[config.mk]
export PLATFORM = sky130hd
export DESIGN_NAME = rom_loader
export DESIGN_NICKNAME = d
export VERILOG_FILES = /design/src/rtl/rom_pkg.sv /design/src/rtl/rom_loader_mem.sv /design/src/rtl/rom_loader.sv
export SDC_FILE = /design/constraint.sdc
export NUM_CORES = 1
export LEC_CHECK = 0
export CORE_UTILIZATION = 50
export CTS_BUF_LIST = sky130_fd_sc_hd__clkbuf_4 sky130_fd_sc_hd__clkbuf_8
export CTS_CLUSTER_SIZE = 16
export DETAILED_ROUTE_END_ITERATION = 10
export PLACE_DENSITY = 0.72
export SYNTH_ARGS = -nofsm -noshare
export SYNTH_HDL_FRONTEND = slang
export SYNTH_SLANG_ARGS = --single-unit
[constraint.sdc]
create_clock -name clk -period 4.7 [get_ports clk]
set_input_delay 0.47 -clock clk [delete_from_list [all_inputs] [get_ports clk]]
set_output_delay 0.47 -clock clk [all_outputs]
set_load 0.03 [all_outputs]
[src/rtl/rom_pkg.sv]
// Shared definitions for the lookup-table loader: default geometry and FSM states.
package rom_pkg;

    localparam int unsigned ROM_ADDR_W = 3;
    localparam int unsigned ROM_DATA_W = 4;
    localparam int unsigned ROM_DEPTH  = 2 ** ROM_ADDR_W;

    typedef enum logic [1:0] {
        IDLE = 2'd0,
        LOAD = 2'd1,
        DONE = 2'd2
    } state_t;

endpackage

[src/rtl/rom_loader_mem.sv]
// Table storage: DEPTH x DATA_W registers, one synchronous write port,
// combinational read port, asynchronous clear to all-zero.
module rom_loader_mem
    import rom_pkg::*;
#(
    parameter int unsigned ADDR_W = ROM_ADDR_W,
    parameter int unsigned DATA_W = ROM_DATA_W
) (
    input  logic              clk,
    input  logic              rst_n,
    input  logic              we,
    input  logic [ADDR_W-1:0] waddr,
    input  logic [DATA_W-1:0] wdata,
    input  logic [ADDR_W-1:0] adr,
    output logic [DATA_W-1:0] data
);

    localparam int unsigned DEPTH = 2 ** ADDR_W;

    logic [DATA_W-1:0] mem [DEPTH];

    // Clear every entry on reset; otherwise write one entry when enabled.
    always_ff @(posedge clk or negedge rst_n) begin
        if (!rst_n) begin
            for (int unsigned i = 0; i < DEPTH; i++) begin
                mem[i] <= '0;
            end
        end else if (we) begin
            mem[waddr] <= wdata;
        end
    end

    // Read is purely combinational, so a same-address write shows up after the edge.
    assign data = mem[adr];

endmodule

[src/rtl/rom_loader.sv]
// Loads an 8x4 lookup table from a valid/ready nibble stream and exposes the
// same combinational read port as the fixed ROM it replaces.
module rom_loader
    import rom_pkg::*;
#(
    parameter int unsigned ADDR_W = ROM_ADDR_W,
    parameter int unsigned DATA_W = ROM_DATA_W
) (
    input  logic              clk,
    input  logic              rst_n,
    input  logic              start,
    input  logic              in_valid,
    input  logic [DATA_W-1:0] in_data,
    output logic              in_ready,
    input  logic [ADDR_W-1:0] adr,
    output logic [DATA_W-1:0] data,
    output logic [ADDR_W:0]   wr_count,
    output logic              done,
    output logic              ovf
);

    localparam int unsigned DEPTH = 2 ** ADDR_W;
    localparam int unsigned CNT_W = ADDR_W + 1;

    state_t           state, state_nxt;
    logic [CNT_W-1:0] count_nxt;
    logic             done_nxt, ovf_nxt, ready_nxt;
    logic             we;

    rom_loader_mem #(
        .ADDR_W (ADDR_W),
        .DATA_W (DATA_W)
    ) u_mem (
        .clk   (clk),
        .rst_n (rst_n),
        .we    (we),
        .waddr (wr_count[ADDR_W-1:0]),
        .wdata (in_data),
        .adr   (adr),
        .data  (data)
    );

    // State, pointer and flag registers; in_ready is registered so it rises the cycle after start.
    always_ff @(posedge clk or negedge rst_n) begin
        if (!rst_n) begin
            state    <= IDLE;
            wr_count <= '0;
            done     <= 1'b0;
            ovf      <= 1'b0;
            in_ready <= 1'b0;
        end else begin
            state    <= state_nxt;
            wr_count <= count_nxt;
            done     <= done_nxt;
            ovf      <= ovf_nxt;
            in_ready <= ready_nxt;
        end
    end

    // Next-state logic; start outranks an overflow offer in the same cycle since it clears ovf.
    always_comb begin
        state_nxt = state;
        count_nxt = wr_count;
        done_nxt  = done;
        ovf_nxt   = ovf;
        ready_nxt = in_ready;
        we        = 1'b0;
        case (state)
            IDLE, DONE: begin
                if (start) begin
                    state_nxt = LOAD;
                    count_nxt = '0;
                    done_nxt  = 1'b0;
                    ovf_nxt   = 1'b0;
                    ready_nxt = 1'b1;
                end else if (in_valid) begin
                    ovf_nxt = 1'b1;
                end
            end
            LOAD: begin
                if (in_valid && in_ready) begin
                    we        = 1'b1;
                    count_nxt = wr_count + CNT_W'(1);
                    if (wr_count == CNT_W'(DEPTH - 1)) begin
                        state_nxt = DONE;
                        done_nxt  = 1'b1;
                        ready_nxt = 1'b0;
                    end
                end
            end
            default: begin
                state_nxt = IDLE;
                ready_nxt = 1'b0;
            end
        endcase
    end

endmodule
==> results by group, run 1 <==
Run status
  • Status: completed

Final layout
  • Signed area change from the synthesized netlist to the final layout: 17.8%
  • Most common library cell in the layout ignoring fill and taps: sky130_fd_sc_hd__dfrtp_1
  • Fin util: approximately 61%
  • Proportion of layout cells with a drive suffix above 1: a little under two fifths
  • Leading cell types in the layout, fill and taps excluded: sky130_fd_sc_hd__dfrtp_1 (41), sky130_fd_sc_hd__mux2_2 (28), sky130_fd_sc_hd__clkdlybuf4s50_1 (20)
  • Fin area: approximately 0.0023 mm2
  • Diode count: 0
  • Final net count: 165

Power and ir drop
  • Part of the power in the clock network: around 16%
  • Sequential power share: 44.2%
  • Leak Pwr: around 1.0 nW
  • Combinational share of power: roughly two fifths
  • Cell area power density: roughly 630 mW/mm2
  • Internal power: ~0.00096 W
  • Switching Fraction: about a third
  • Sw power: about 0.00048 W
  • Maximum resistive drop on vdd: about 360 uV
  • Power consumption: approximately 0.0014 W

Timing
  • Setup TNS: 0 ns
  • Worst clock skew on the final layout: between 0.005 and 0.006 ns
  • Part of the cycle the worst path needs: about 68%
  • RSZ-0062 raised after global routing: no
  • Hold Violations, Final: 0
  • Max_slew headroom: 40.6%
  • Peak Freq: roughly 0.31 GHz
  • Period minus WS final: roughly 3.2 ns
  • Setup-failing EPs final: 0
  • Pin slew with the least headroom to its limit: approximately 0.89 ns
  • Count of pins over their slew limit: 0

Global route
  • GR Overflow Total: 0
  • Overall track demand over capacity in global routing: 20.3%
  • Wire length of the first global-routing pass: between 6 and 7 mm
  • Initial antenna violation count: 0
  • Maximum number of pins on one net before global-route repair: 42
  • Via count of the first global-routing pass: between 1,000 and 1,500

Placement
  • Placement-stage cell area: about 0.0022 mm2
  • Detailed-placement wirelength estimate: between 2 and 3 mm
  • Buffers added on ports: 21
  • Global placement routability congestion: around 0.76

Hold path
  • Class of the tightest hold or removal check: input pin to async pin

Logic synthesis
  • Per-instance average area after synthesis: around 15 um2
  • Total standard cell area after synthesis: just under 0.002 mm2
  • Sequential cell area fraction in the yosys report: between 50% and 60%
  • Synthesized instance count: between 100 and 150
  • Number of different library cells in the post-synthesis netlist: 28
  • Flop and latch count out of synthesis: 41
  • Net count of the mapped netlist: 139
  • Count of synthesis-stage warnings from yosys: 0

Drt
  • Routed vias: 1,159
  • Avg Vias per Cell: between 5 and 6
  • Post-detailed-routing wire length: roughly 3.6 mm
  • Drt wl/cell: 18.0 um
  • Residual DRC count: 0
  • Post-route antenna net violation count: 0
  • Number of design-rule violations left by the first detailed-router iteration: 21
  • Iteration count of the initial detailed-routing pass: 4

Floorplan
  • Number of I/O pins: 22
  • Area of the placeable core: approximately 0.0037 mm2
  • Row count: 22
  • Die height: 64.0 um
  • Starting density of the core: between 50% and 60%
  • Full die area: around 0.004 mm2
  • Die width: ~64 um

Worst setup path
  • Data required time of the critical path: around 4.2 ns
  • Data arrival time of the worst path: approximately 2.7 ns
  • Capturing element type of the critical path: output port
  • Reg-to-Reg Start: wr_count[0]
  • Category of the critical setup timing path: input pin to output port
  • Setup crit start kind: input pin
  • Crit. Startpoint: adr[1]
  • Worst Path Max Fanout: 8

CTS
  • Worst-Skew Late Latency: approximately 0.29 ns
  • Clock slew at reported path FFs: 0.08 ns
  • Hold buffers post-CTS: 0
  • CTS tree: done
  • Sink count of the clock tree: 41
  • Clock Path Buffers: 2
  • Total setup buffers inserted after CTS: 0
  • Inserted Clock Buffers: 5
  • Clock tree root buffer cell: sky130_fd_sc_hd__clkbuf_8
  • CTS H-tree lvls: 2
  • Number of gates given a new drive strength after cts: 0

Run
  • Max-cap violations: 0
==> per-layer routing <==
metal	GRT usage (%)	vias up	routed length [um]
li1	-	534	-
met1	27.1	595	1690
met2	32.0	25	1770
met3	5.89	5	119
met4	5.97	0	44
met5	0	-	0
==> metrics by stage <==
stage          cells  hold slack [ns]  setup WS [ns]
5_1_grt          202            0.378           1.42
4_1_cts          202            0.332           1.49
3_5_place_dp     194            0.495           1.49
6_report         202            0.297           1.51
3_3_place_gp     194            0.485           1.50
2_1_floorplan    127            0.174           2.67
==> kinds of logic after synthesis <==
| family | after synthesis | synth area share, % |
|---|---|---|
| multiplexers | 44 | 32.0 |
| AO/OA/AOI/OAI | 13 | 4.42 |
| flip-flops | 41 | 53.3 |
| AND/OR/NAND/NOR | 23 | 8.58 |
| buffers and inverters | 5 | 1.04 |
| adder cells (fa/ha/maj) | 1 | 0.650 |
==> flip-flops by register name, summed over array words and instances, names as in the netlist <==
name	flops
done	1
in_ready	1
wr_count	4
state	2
u_mem.mem	32
ovf	1
==> cell usage after synthesis (all sizes together) <==
master | instances | share of area (%)
a21oi | 2 | 0.52
and4b | 1 | 0.52
dfrtp | 41 | 53
nand2b | 1 | 0.33
ha | 1 | 0.65
nor4b | 1 | 0.46
a21o | 1 | 0.39
nand4b | 2 | 1.2
mux2 | 36 | 23
inv | 3 | 0.59
a22o | 2 | 0.91
nor3 | 2 | 0.52
clkbuf | 1 | 0.19
nand3b | 1 | 0.39
o211ai | 1 | 0.39
mux4 | 8 | 9.4
o31ai | 2 | 0.78
nand4bb | 1 | 0.85
nor2 | 6 | 1.2
a21boi | 1 | 0.39
buf | 1 | 0.26
or4b | 3 | 2.0
nand2 | 2 | 0.39
o21ai | 4 | 1.0
nand3 | 3 | 0.78
==> worst paths after layout <==
path                            endpoint  slack [ns]  depth (start not counted)
max                              data[3]        1.51                          4
min reg2reg                u_mem.mem[17]        0.51                          1
min                        u_mem.mem[31]        0.30                          1
max reg2reg                u_mem.mem[14]        2.83                          3
max in group asynchronous            ovf        3.84                          1
min in group clk           u_mem.mem[17]        0.51                          1
==> final cells by class <==
cell class | count | area (um2)
multi-input cells | 81 | 878
fillers | 300 | 1420
inverters | 3 | 11.3
clock inverters | 2 | 10.0
clock buffers | 6 | 76.3
flip-flops and latches | 41 | 1030
well taps | 48 | 60.1
repair buffers | 21 | 205
==> power groups by stage <==
stage               clock network [W]  registers [W]  logic (W)
global placement                    0       0.000628   0.000565
finish                       0.000222       0.000634   0.000577
floorplan                           0       0.000643   0.000385
CTS                          0.000228       0.000632   0.000584
detailed placement                  0       0.000637   0.000582
global route                 0.000245       0.000655   0.000619
==> critical path, cell delays in order <==
cell and delay [ns]:
sky130_fd_sc_hd__clkdlybuf4s50_1 0.79, sky130_fd_sc_hd__mux4_2 0.58, sky130_fd_sc_hd__mux2_2 0.28, sky130_fd_sc_hd__clkdlybuf4s50_1 0.59
Note: power is estimated with default switching activity, not from simulation.
==> run 2: changes to the inputs <==
==> constraint.sdc (replaced) <==
create_clock -name clk -period 3.1 [get_ports clk]
set_input_delay 0.31 -clock clk [delete_from_list [all_inputs] [get_ports clk]]
set_output_delay 0.31 -clock clk [all_outputs]
set_load 0.03 [all_outputs]
==> results by group, run 2 (synthesis gave the netlist of run 1 again) <==
Final layout
  • Max reg flops: 32
  • Layout Cells excl Fill: 203
  • Proportion of layout cells with a drive suffix above 1: a little under two fifths
  • Most flop-heavy register: u_mem.mem
  • Largest registers: u_mem.mem x32, wr_count x4, state x2
  • Most common library cell in the layout ignoring fill and taps: sky130_fd_sc_hd__dfrtp_1
  • Leading cell types in the layout, fill and taps excluded: sky130_fd_sc_hd__dfrtp_1 (41), sky130_fd_sc_hd__mux2_2 (28), sky130_fd_sc_hd__clkdlybuf4s50_1 (20)
  • Signed area change from the synthesized netlist to the final layout: 20.7%
  • Final net count: 166
  • Diode count: 0

Timing
  • Final WS setup: about 0.43 ns
  • Hold Violations, Final: 0
  • Period minus WS final: ~2.7 ns
  • Max_slew headroom: 39.8%
  • Count of pins over their slew limit: 0
  • RSZ-0062 raised after global routing: no
  • Setup-failing EPs final: 0
  • Worst slack on hold paths: around 0.13 ns
  • Pin slew with the least headroom to its limit: 0.902 ns
  • Setup TNS: 0 ns
  • Part of the cycle the worst path needs: a little under nine tenths
  • Worst clock skew on the final layout: ~0.0018 ns
  • Peak Freq: 0.374 GHz

Placement
  • Worst setup timing slack at the placement stage: about 0.42 ns
  • Buffers added on ports: 21
  • Dpl cells: about 200
  • Detailed-placement wirelength estimate: 2.68 mm
  • Global placement routability congestion: 0.780

Worst setup path
  • Data arrival time of the worst path: 2.36 ns
  • Worst Path Max Fanout: 8
  • CP max stage delay: 0.59 ns
  • Worst-path cell chain: clkdlybuf4s50_1 -> buf_4 -> mux4_2 -> mux2_2 -> clkdlybuf4s50_1
  • Data required time of the critical path: around 2.8 ns
  • Capturing element type of the critical path: output port
  • Setup crit start kind: input pin
  • Cell family contributing the most delay on the critical path: buffers and inverters
  • Crit path max-delay cell type: sky130_fd_sc_hd__clkdlybuf4s50_1
  • Number of buffers and inverters on the critical path: 3
  • Category of the critical setup timing path: input pin to output port
  • Most numerous cell on the critical path: sky130_fd_sc_hd__clkdlybuf4s50_1

Drt
  • Routed vias: 1,158
  • Residual DRC count: 0
  • Drt wl/cell: 18.6 um
  • Post-detailed-routing wire length: 3.78 mm
  • Number of design-rule violations left by the first detailed-router iteration: slightly below 60
  • Iteration count of the initial detailed-routing pass: 4
  • Post-route antenna net violation count: 0
  • Avg Vias per Cell: 5.70

CTS
  • Clock Path Buffers: 2
  • CTS tree: done
  • Clock slew at reported path FFs: ~0.080 ns
  • Number of gates given a new drive strength after cts: 0
  • Inserted Clock Buffers: 5
  • Clock tree root buffer cell: sky130_fd_sc_hd__clkbuf_8
  • Worst-Skew Late Latency: roughly 0.3 ns
  • Hold buffers post-CTS: 0
  • Sink count of the clock tree: slightly above 40
  • Total setup buffers inserted after CTS: 0
  • CTS H-tree lvls: 2

Floorplan
  • Die height: around 64 um
  • Area of the placeable core: between 0.003 and 0.004 mm2
  • Row count: 22
  • Full die area: 0.00410 mm2
  • Starting density of the core: between 50% and 60%
  • Number of I/O pins: 22
  • Die width: between 60 and 70 um

Global route
  • Wire length of the first global-routing pass: approximately 6.4 mm
  • Via count of the first global-routing pass: about 1,200
  • Maximum number of pins on one net before global-route repair: 42
  • Initial antenna violation count: 0
  • GR Overflow Total: 0
  • Overall track demand over capacity in global routing: 21.5%

Run status
  • Status: completed

Power and ir drop
  • Leak Pwr: roughly 1.0 nW
  • Power consumption: roughly 0.0023 W
  • Cell area power density: around 1000 mW/mm2
  • Maximum resistive drop on vdd: about 500 uV

Run
  • Max-cap violations: 0

Hold path
  • Class of the tightest hold or removal check: input pin to async pin
==> run 2: cell types whose count changed in the layout (fill, tap and decap cells not counted) <==
cell,previous run,this run
sky130_fd_sc_hd__clkbuf_4,1,0
sky130_fd_sc_hd__buf_4,0,1
sky130_fd_sc_hd__clkinv_2,2,1
sky130_fd_sc_hd__bufinv_16,0,2
==> run 2: area by class of cell <==
type	count	area, um2
fillers	273	1370
flip-flops and latches	41	1030
multi-input cells	81	878
repair buffers	22	213
clock buffers	5	68.8
clock inverters	3	65.1
well taps	48	60.1
inverters	3	11.3
==> run 2: layer usage <==
metal,wire (um),share of wire (%),track usage [%],vias up
met5,0,0,0,-
met4,82,2.2,11.1,0
met3,150,4.0,4.29,7
met2,1830,48,34.2,27
met1,1720,46,27.8,589
li1,-,-,-,535
==> run 2: power by group <==
group          leakage (nW)  switching [W]  total (W)  internal, W
combinational         0.449       0.000368   0.000874     0.000506
clock                0.0681       0.000190   0.000510     0.000320
sequential            0.512       0.000186   0.000965     0.000779
==> run 2: worst register-to-register path, cell delays in order, from the launching register on <==
cell and delay, ns:
sky130_fd_sc_hd__dfrtp_1 0.47, sky130_fd_sc_hd__nand4bb_2 0.31, sky130_fd_sc_hd__nor3_1 0.60, sky130_fd_sc_hd__mux2_2 0.41
==> run 2: metrics by stage <==
step                util [%]  area [um2]
finish                  63.0        2320
global route            63.0        2320
global placement        59.3        2190
floorplan                  -        1920
detailed placement      59.3        2190
CTS                     63.0        2320
==> run 2: path summary, 6_finish.rpt <==
check	end	depth (start not counted)	slack, ns	startpoint
max in group asynchronous	u_mem.mem[30]	1	2.41	rst_n
worst min register to register	u_mem.mem[23]	1	0.51	u_mem.mem[23]
worst max-delay path	data[2]	5	0.43	adr[1]
worst min-delay path	u_mem.mem[27]	1	0.13	rst_n
worst max register to register	u_mem.mem[14]	3	1.21	wr_count[0]
min in group clk	u_mem.mem[23]	1	0.51	u_mem.mem[23]
==> RTL edit 1, RTL diff (flow settings as in run 2) <==
Change the package constant `ROM_DATA_W` from 4 to 5.
--- a/src/rtl/rom_pkg.sv
+++ b/src/rtl/rom_pkg.sv
@@ -2,7 +2,7 @@
 package rom_pkg;
 
     localparam int unsigned ROM_ADDR_W = 3;
-    localparam int unsigned ROM_DATA_W = 4;
+    localparam int unsigned ROM_DATA_W = 5;
     localparam int unsigned ROM_DEPTH  = 2 ** ROM_ADDR_W;
 
     typedef enum logic [1:0] {
Interface: changed (resized data and in_data); port bits go from 22 to 24. The function was not compared with the original's and may differ.
==> RTL edit 1 against run 2 <==
  * Clock skew grew 7.5 ps
  * Cell area is 14% higher
  * Combinational power grew 19%
  * Synthesized cell count increased by 20%
  * Power rose by 12%
  * Setup slack lost 29 ps
  * Wire length grew 17%
  * Synthesized area is 18% higher
  * Sequential cell count is 8 higher
  * Maximum frequency is 1.1% lower
  * Clock power fell by 15%
  * Register-to-register slack got worse by 30 ps
  * Largest power group unchanged
==> RTL edit 1: results (changes against run 2) <==
* Net Count, Synth at 166 (+19%)
* N_diodes at 0 (unchanged)
* DRT Pass-1 Iters at 4 (unchanged)
* Placed Area at 2550 um^2 (+17%)
* Clock Tree Buf Depth at 2 (unchanged)
* Proportion of layout cells with a drive suffix above 1 at 37.4% (-0.63 points)
* Finished Layout Cells at 231 (+14%)
* Post-CTS Setup Inserts at 0 (unchanged)
* Clock Latency Late Sink at 300 ps (about the same)
* Yosys warning total at 0 (unchanged)
* CTS Buf Count at 5 (unchanged)
* First-pass GRT wire length at 7.32 mm (+15%)
* Pre-CTS setup slack at 386 ps (-31.4 ps)
* Initial antenna violation count at 0 (unchanged)
* Resized cells post-CTS at 0 (unchanged)
* Final GP Congestion at 0.797 (+2.1%)
* Clk slew on worst S/H paths at 80 ps (about the same)
* Post-synth ARST share at 100% (unchanged)
* Largest cells by area after synthesis: dfrtp_1 54%, mux2_2 20%, mux4_2 9.9%
* Critical path peak fanout at 10 (+2)
* Number of port buffers at 23 (+9.5%)
* Static Leak at 1.17 nW (+14%)
* Iter 0 DRT Violations at 77 (+33%)
* Dpl cells at 224 (+15%)
* Critical Path Slowest Stage Cell: clkdlybuf4s50_1
* Post-layout util at 60.9% (-2.0 points)
* DP HPWL at 3.05 mm (+14%)
* CP top delay family: buffers and inverters
* Worst EP arrival at 2390 ps (+30 ps)
* Status: completed
* Depth of the CTS H-tree at 2 (unchanged)
* Commonest cells in the synthesized netlist: 49 x dfrtp_1, 40 x mux2_2, 10 x mux4_2, 8 x nand2_1
* Slew @ Worst Pin at 1040 ps (+133 ps)
* CP peak stage delay at 590 ps (about the same)
* Yosys cell types at 25 (-11%)
* Synth Area per Inst at 14.8 um^2 (-2.2%)
* Top flop regs: u_mem.mem x40, wr_count x4, state x2
* Routed WL at 4.42 mm (+17%)
* Largest net degree at the start of global routing at 50 (+19%)
* Clk_skew at 9.30 ps (+7.46 ps)
* Peak supply drop at 602 uV (+21%)
* Via density at 5.81 (+1.9%)
* Final net count at 192 (+16%)
* Register area share after synthesis at 54.1% (+0.74 points)
* Vias in the first global route at 1416 (+13%)
* Gr usage total at 20.1% (-1.3 points)
==> RTL edit 1: changes by cell type after synthesis, moves of 3 or more <==
cell     change
mux2_2      +12
nand2_1      +6
dfrtp_1      +8
mux2_4       -3
buf_2        +3
o21ai_0      -3
==> RTL edit 1: kinds of logic after synthesis <==
logic type / Yosys count / share of synthesized area, %
muxes: 57 / 34.0
DFF: 49 / 54.1
and+or+nand+nor: 27 / 7.00
buffers and inverters: 11 / 2.04
AOI/OAI and AO/OA: 8 / 2.37
adders and majority gates: 1 / 0.551
==> RTL edit 1: area by class of cell <==
class	instances	area, um^2
Clock buffer	5	68.8
Clock inverter	2	35.0
Fill cell	325	1700
Inverter	4	15.0
Multi-Input combinational cell	93	996
Sequential cell	49	1230
Tap cell	52	65.1
Timing Repair Buffer	26	248
==> RTL edit 1: layer usage <==
metal / GRT usage [%] / share of wire (%)
met2: 34.0 / 52
met3: 3.63 / 2.5
met5: 0 / 0
met1: 26.0 / 44
met4: 7.48 / 1.3
==> RTL edit 1: where the power goes <==
part / internal [W] / leakage [nW] / switching [W]
clock: 0.000234 / 0.0540 / 0.000199
combinational: 0.000592 / 0.518 / 0.000447
sequential: 0.000946 / 0.601 / 0.000223
total: 0.00177 / 1.17 / 0.000868
==> RTL edit 1: final timing paths <==
| check | slack, ps | start | endpoint | cells past startpoint |
|---|---|---|---|---|
| max in group asynchronous | 2270 | rst_n | u_mem.mem[2] | 1 |
| max reg2reg | 1180 | state[0] | u_mem.mem[29] | 3 |
| min in group clk | 500 | done | done | 1 |
| min | 180 | rst_n | u_mem.mem[35] | 1 |
| min reg2reg | 500 | done | done | 1 |
| max | 400 | adr[0] | data[2] | 5 |
==> RTL edit 2, RTL diff (config.mk and constraints of run 2) <==
Without the edit above. Re-encode `state_t` (3 states) as one-hot, 3 bits wide.
--- a/src/rtl/rom_pkg.sv
+++ b/src/rtl/rom_pkg.sv
@@ -5,10 +5,10 @@
     localparam int unsigned ROM_DATA_W = 4;
     localparam int unsigned ROM_DEPTH  = 2 ** ROM_ADDR_W;
 
-    typedef enum logic [1:0] {
-        IDLE = 2'd0,
-        LOAD = 2'd1,
-        DONE = 2'd2
+    typedef enum logic [2:0] {
+        IDLE = 3'b001,
+        LOAD = 3'b010,
+        DONE = 3'b100
     } state_t;
 
 endpackage
Behaviour: same outputs for any inputs over 10 cycles, from zero or initial values and one cycle with rst_n low; not proved beyond that.
==> RTL edit 2 against run 2 <==
  * Synthesized cell count up 19%
  * Worst hold slack better by 3.3 ps
  * Synthesized area up 9.5%
  * Global-route usage down 0.16 points
  * Cell area up 5.1%
  * Wire length up 6.9%
  * Sequential share of layout area down 1.1 points
  * Core utilization down 2.4 points
  * Sequential cell count up 1
  * Critical path type unchanged
  * Highest routed layer unchanged
  * Setup slack better by 6.5 ps
Power is not compared: it rests on default switching activity, and its combinational part moved more than twofold at a synthesized area within 25%.
==> RTL edit 2: results (changes against run 2) <==
* Worst Setup EP: data[1]
* Clk_skew at 9.64 ps (+7.80 ps)
* Yosys cell types at 38 (+36%)
* Number of port buffers at 21 (unchanged)
* Largest net degree at the start of global routing at 43 (+2.4%)
* Final GP Congestion at 0.805 (+3.1%)
* DRT Pass-1 Iters at 4 (unchanged)
* Gr usage total at 21.3% (-0.16 points)
* M1 wire length at 1.78 mm (+3.3%)
* Data buffer area share at 8.72% (-0.44 points)
* Root Driver: clkbuf_8
* Routed WL at 4.04 mm (+6.9%)
* Iter 0 DRT Violations at 53 (-8.6%)
* Most used DFF post-synth: dfrtp_1
* Final period util at 86.0% (-0.21 points)
* Proportion of layout cells with a drive suffix above 1 at 35.8% (-2.2 points)
* Met3 Usage GRT at 5.65% (+1.4 points)
* Top flop regs: u_mem.mem x32, wr_count x4, state x3
* Fin Setup TNS at 0 ps (unchanged)
* Routed wl met2 at 1.99 mm (+9.2%)
* Crit Reg-Reg Endpoint: u_mem.mem[16]
* Status: completed
* Post-CTS Setup Inserts at 0 (unchanged)
* Vias at 1310 (+13%)
* Fillcell total at 315 (+15%)
* Clock sink count at 42 (+2.4%)
* Largest cells by area after synthesis: dfrtp_1 49%, mux2_2 20%, mux4_2 8.6%
* Worst EP arrival at 2360 ps (about the same)
* Net Count, Synth at 163 (+17%)
* Met2 GRT Util at 34.5% (+0.29 points)
* Setup slack, reg-to-reg at 980 ps (-230 ps)
* Final net count at 184 (+11%)
* First-pass GRT wire length at 6.58 mm (+3.0%)
* DP HPWL at 2.84 mm (+6.3%)
* Multi-input gates at 98 (+21%)
* Multi-input gate area at 992 um^2 (+13%)
* Pre-CTS setup slack at 424 ps (+6.24 ps)
* M1 GR Usage at 26.5% (-1.2 points)
* Commonest cells in the synthesized netlist: 41 x dfrtp_1, 38 x mux2_2, 8 x mux4_2, 6 x nand2_1, 5 x nor2_1
* Worst r2r src: state[2]
* Register area share after synthesis at 49.9% (-3.4 points)
* CP Launch Point: adr[0]
* Resized cells post-CTS at 0 (unchanged)
* Clock Latency Late Sink at 300 ps (about the same)
* Clock-cell share of area at 4.46% (-1.3 points)
* Slew margin rel. at 40.1% (+0.28 points)
* DR WL met3 at 151 um (+0.67%)
* Seq. cell area at 1050 um^2 (+2.6%)
* Vias in the first global route at 1318 (+5.5%)
RTL edit 2: cells by family (layout without fill, tap and decap cells):
group                      after synthesis  after routing  synth area share, %
buffers and inverters                   11             33                 2.97
DFF                                     42             42                 49.9
adders and majority gates                1              1                0.594
muxes                                   46             46                 28.9
AOI/OAI and AO/OA                       14             14                 4.69
and+or+nand+nor                         35             35                 12.1
xor gates and xnor gates                 2              2                0.832
RTL edit 2: through the flow:
stage	hold WS (ps)	power [W]	instances	util (%)	area (um^2)
final	129	0.00146	223	60.6	2440
after global routing	234	0.00153	223	60.6	2440
after CTS	168	0.00148	223	60.6	2440
after detailed placement	489	0.00105	215	57.9	2330
after global placement	471	0.00103	215	57.9	2330
after floorplan	14.4	0.000940	151	-	2110
RTL edit 2: worst reg2reg max path, cell delays in order, from the launching register on:
cell     delay [ps]
dfrtp_1         480
or3b_1          610
nor4_4          510
mux2_2          400
